<file path="src/rtl/multiplier_2x2_pkg.sv">
// Shared constants for the 2x2 unsigned multiplier.
//   MULT2X2_OPERAND_W  : operand width (2)
//   MULT2X2_RESULT_W   : full-precision product width (4)
//   MULT2X2_RESULT_RST : value loaded into result by reset
package multiplier_2x2_pkg;
  localparam int MULT2X2_OPERAND_W = 2;
  localparam int MULT2X2_RESULT_W  = 4;
  localparam logic [MULT2X2_RESULT_W-1:0] MULT2X2_RESULT_RST = 4'd0;
endpackage

</file>
<file path="src/rtl/half_adder.sv">
// One-bit half adder used inside the partial-product array.
//   a, b  : addend bits
//   sum   : a ^ b
//   carry : a & b
module half_adder (
  input  logic a,
  input  logic b,
  output logic sum,
  output logic carry
);
  assign sum   = a ^ b;
  assign carry = a & b;
endmodule

</file>
<file path="src/rtl/multiplier_2x2.sv">
// Registered unsigned 2-bit x 2-bit multiplier, gate-level partial-product
// array feeding an output register with a valid qualifier.
//   Clk          : rising-edge clock
//   Reset_n      : synchronous active-low reset
//   multiplicand : operand A (2 bits, unsigned)
//   multiplier   : operand B (2 bits, unsigned)
//   in_valid     : operands valid this cycle
//   result       : registered product A*B (4 bits, holds when no new product)
//   out_valid    : result carries a newly computed product this cycle
// Build option: define MULTIPLIER_2X2_INPUT_REG_EN to add an input register
// stage ahead of the array (latency 2 instead of 1).
module multiplier_2x2
  import multiplier_2x2_pkg::*;
(
  input  logic                         Clk,
  input  logic                         Reset_n,
  input  logic [MULT2X2_OPERAND_W-1:0] multiplicand,
  input  logic [MULT2X2_OPERAND_W-1:0] multiplier,
  input  logic                         in_valid,
  output logic [MULT2X2_RESULT_W-1:0]  result,
  output logic                         out_valid
);

  logic [MULT2X2_OPERAND_W-1:0] w_a, w_b;
  logic                         w_vld;

`ifdef MULTIPLIER_2X2_INPUT_REG_EN
  logic [MULT2X2_OPERAND_W-1:0] r_a, r_b;
  logic                         r_vld;

  // Operands only load with a valid beat, so idle (possibly X) inputs never
  // reach the array.
  always_ff @(posedge Clk) begin
    if (!Reset_n) begin
      r_a   <= '0;
      r_b   <= '0;
      r_vld <= 1'b0;
    end else begin
      r_vld <= in_valid;
      if (in_valid) begin
        r_a <= multiplicand;
        r_b <= multiplier;
      end
    end
  end

  assign w_a   = r_a;
  assign w_b   = r_b;
  assign w_vld = r_vld;
`else
  assign w_a   = multiplicand;
  assign w_b   = multiplier;
  assign w_vld = in_valid;
`endif

  // Partial products pp[i][j] = a[i] & b[j]
  logic w_pp00, w_pp01, w_pp10, w_pp11;
  assign w_pp00 = w_a[0] & w_b[0];
  assign w_pp01 = w_a[0] & w_b[1];
  assign w_pp10 = w_a[1] & w_b[0];
  assign w_pp11 = w_a[1] & w_b[1];

  logic w_p1, w_c1, w_p2, w_p3;

  half_adder u_ha1 (
    .a     (w_pp10),
    .b     (w_pp01),
    .sum   (w_p1),
    .carry (w_c1)
  );

  // Max product is 9, so the carry out of this stage is the MSB itself.
  half_adder u_ha2 (
    .a     (w_pp11),
    .b     (w_c1),
    .sum   (w_p2),
    .carry (w_p3)
  );

  logic [MULT2X2_RESULT_W-1:0] w_prod;
  assign w_prod = {w_p3, w_p2, w_p1, w_pp00};

  logic [MULT2X2_RESULT_W-1:0] r_result;
  logic                        r_out_valid;

  always_ff @(posedge Clk) begin
    if (!Reset_n) begin
      r_result    <= MULT2X2_RESULT_RST;
      r_out_valid <= 1'b0;
    end else begin
      r_out_valid <= w_vld;
      if (w_vld) r_result <= w_prod;
    end
  end

  assign result    = r_result;
  assign out_valid = r_out_valid;

endmodule

</file>
<file path="config.mk">
export PLATFORM = sky130hd
export DESIGN_NAME = multiplier_2x2
export DESIGN_NICKNAME = d
export VERILOG_FILES = /design/src/rtl/multiplier_2x2_pkg.sv /design/src/rtl/half_adder.sv /design/src/rtl/multiplier_2x2.sv
export SDC_FILE = /design/constraint.sdc
export NUM_CORES = 1
export LEC_CHECK = 0
export CAP_MARGIN = 20
export CORE_AREA = 2 2 39 41
export DETAILED_ROUTE_END_ITERATION = 8
export DIE_AREA = 0 0 41 43
export GPL_ROUTABILITY_DRIVEN = 0
export SLEW_MARGIN = 20
export SYNTH_ARGS = -nofsm -noshare
export SYNTH_HDL_FRONTEND = slang
export SYNTH_SLANG_ARGS = --single-unit
</file>
<file path="constraint.sdc">
create_clock -name Clk -period 1 [get_ports Clk]
set_input_delay 0.2 -clock Clk [delete_from_list [all_inputs] [get_ports Clk]]
set_output_delay 0.2 -clock Clk [all_outputs]
set_load 0.05 [all_outputs]
</file>
==> flow_metrics.py <==
metrics = {
    "sta": {
        "skew_ns": 0,
        "fmax_mhz": 1026,
        "post-route-period-util_pct": 97.50,
        "tightestPinTransition_ns": 0.1173,
        "slew_violations": 0,
        "period_minus_slack_ns": 0.9750,
        "rsz0062_at_grt": "false",
        "holdWs_ns": 0.2711,
        "maxSlewHeadroom_pct": 91.96,
        "layout_setup_ws_ns": 0.02495,
        "tns_ns": 0,
        "setup_viol": 0,
        "final_hold_viol_count": 0,
    },
    "finish": {
        "nets": 48,
        "ff_latch_area_um2": 102.6,
        "num_antenna_cells": 0,
        "drive_gt1_share_pct": 52.63,
        "synthToLayoutAreaGrowth_pct": 124.0,
        "nFillCells": 139,
        "multi_input_area_um2": 148.9,
        "stdcell_count": 54,
    },
    "logic_synthesis": {
        "synth-seq-cells": 5,
        "ys_seq_area_share_pct": 45.71,
        "avgSynthCellArea_um2": 11.52,
        "syn_area_um2": 219.0,
        "synth_edf_count": 0,
        "synth_top_area_share_pct": 45.71,
        "yosysUniqueCellTypes": 7,
        "yosysMostFrequentCell": "dfxtp_1",
        "yosysWarnings": 0,
        "ys.flop_type": "dfxtp_1",
        "synthTopCellsByArea": "dfxtp_1 (46%), mux2i_1 (14%), ha_1 (11%), nor2b_1 (11%), and2_1 (8.6%)",
        "ys_top_cells_by_count": "dfxtp_1 (5), nor2b_1 (4), and2_1 (3), mux2i_1 (3), ha_1 (2)",
        "synth_largest_area_cell": "dfxtp_1",
        "synthArstFlopShare_pct": 0,
        "synth_fp_nets": 28,
        "synthCells": 19,
    },
    "cts": {
        "clock-sinks": 5,
        "clockBufferDepth": 2,
        "clk_pin_slew_ns": 0.05,
        "cts_htree_levels": 1,
        "postCtsHoldBufs": 0,
        "cts_tree": "done",
        "insertion_delay_ns": 0.24,
        "cts_buffers": 3,
        "post_cts_buffers": 0,
        "cts_root_buf": "clkbuf_4",
    },
    "global_route": {
        "grt-ovfl-total": 0,
        "grt_max_degree": 5,
        "grt_pass1_vias": 214,
        "gr-usage-all-layers_pct": 7.623,
        "grt_pass1_wl_um": 807,
        "antenna_found_initial": 0,
    },
    "power_and_ir_drop": {
        "power_mw": 0.5911,
        "irDropWorstVdd_uv": 422.5,
        "p_leak_nw": 0.2172,
        "p_per_area_nw_per_um2": 1205,
    },
    "critical_path": {
        "rrSetupSlack_ns": 0.23,
        "setup.worst_path.end_class": "flop",
        "arrival_ns": 1.10,
        "reg2reg_from": "result[0]",
        "ff2ff_path_depth": 2,
        "cp_max_fo": 2,
        "startpoint_type": "input pin",
        "cp.required_ns": 1.13,
        "criticalPathCategory": "in -> reg",
        "r2r-end": "result[0]",
    },
    "drt": {
        "final_antenna_net_count": 0,
        "drt_pass1_iterations": 2,
        "drc": 0,
        "drt-total-wl_um": 475,
        "avgRoutedWirePerCell_um": 8.796,
        "route.vias.total": 190,
        "avgViaCountPerCell": 3.519,
        "drtIter0Drc": 1,
    },
    "run_status": {
        "status": "finished clean",
    },
    "floorplan": {
        "start_util_pct": 15.82,
        "core-area_um2": 1384,
        "die_w_um": 41,
        "rows": 14,
        "die_area_um2": 1763,
        "die_y_um": 43,
        "boundaryPins": 12,
    },
    "placement": {
        "io_buffers": 11,
        "numPlacedInstances": 50,
        "dp_hpwl_um": 362.1,
        "place_ws_ns": -0.4692,
    },
    "flow_run": {
        "cap_violations": 0,
    },
    "min_path": {
        "hold_class": "in -> reg",
        "min_to": "out_valid",
        "hp-start": "in_valid",
        "whs_path_depth": 2,
    },
}
==> how the worst max path moves through the flow <==
stage,startpoint,endpoint,slack [ns],cells past startpoint
floorplan,multiplicand[0],result[2],-0.0005,5
global placement,multiplier[0],result[2],-0.48,6
detailed placement,multiplicand[0],result[2],-0.47,6
CTS,result[2],result[2],0.02,1
global route,multiplicand[1],result[2],0.001,6
finish,multiplicand[1],result[2],0.02,6
==> state kept, by name, indices dropped and copies added, names as in the netlist <==
name,flops
out_valid,1
result,4
==> critical path, stage by stage <==
cell and delay, ns:
clkdlybuf4s15_1 0.18, and2_4 0.17, ha_4 0.16, ha_4 0.22, mux2i_1 0.12, nor2b_1 0.06
==> routing by layer <==
layer	track usage, %	routed length, um
met3	3.141	35
met4	10.00	0
met2	7.813	204
met1	9.615	234
met5	0	0
==> placed cells by master, fill, tap and decap left out <==
cell and count:
clkdlybuf4s50_1 1, nor2b_1 4, and2_4 3, mux2i_1 3, clkbuf_4 3, and2_1 1
clkdlybuf4s15_1 4, buf_12 5, dfxtp_2 2, dlymetal6s2s_1 1, a32o_2 1, buf_4 4
clkbuf_1 1, ha_4 2, dfxtp_1 3
==> per-stage QoR <==
step	utilization [%]	area [um2]
after CTS	35.08	485.5
after detailed placement	33.18	459.2
final	35.44	490.5
after global placement	33.18	459.2
after global routing	35.44	490.5
after floorplan	-	249.0
==> logic make-up (layout without fill, tap and decap cells) <==
logic type	count (synthesis)	after routing	share of synthesized area, %
adders and majority gates	2	2	11.43
and+or+nand+nor	8	8	24.00
DFF	5	5	45.72
buffers and inverters	0	19	0
muxes	3	3	13.71
AOI/OAI and AO/OA	1	1	5.142
==> power by group <==
group | internal (mW) | total [mW] | switching [mW]
sequential | 0.210 | 0.219 | 0.00859
combinational | 0.0811 | 0.138 | 0.0573
clock | 0.151 | 0.234 | 0.0832
==> area by class of cell <==
type,instances,area share (%)
clock buffer,4,5.357
multi-input combinational,14,30.36
sequential,5,20.92
tap,16,4.082
timing repair buffer,15,39.29
==> repair_timing <==
item | in CTS | in global routing
resized for setup | 8 | 3
endpoints found under the hold margin | 0 | 0
pin swaps | 3 | 0
setup endpoints to repair | 3 | 4
Note: power is estimated with default switching activity, not from simulation.
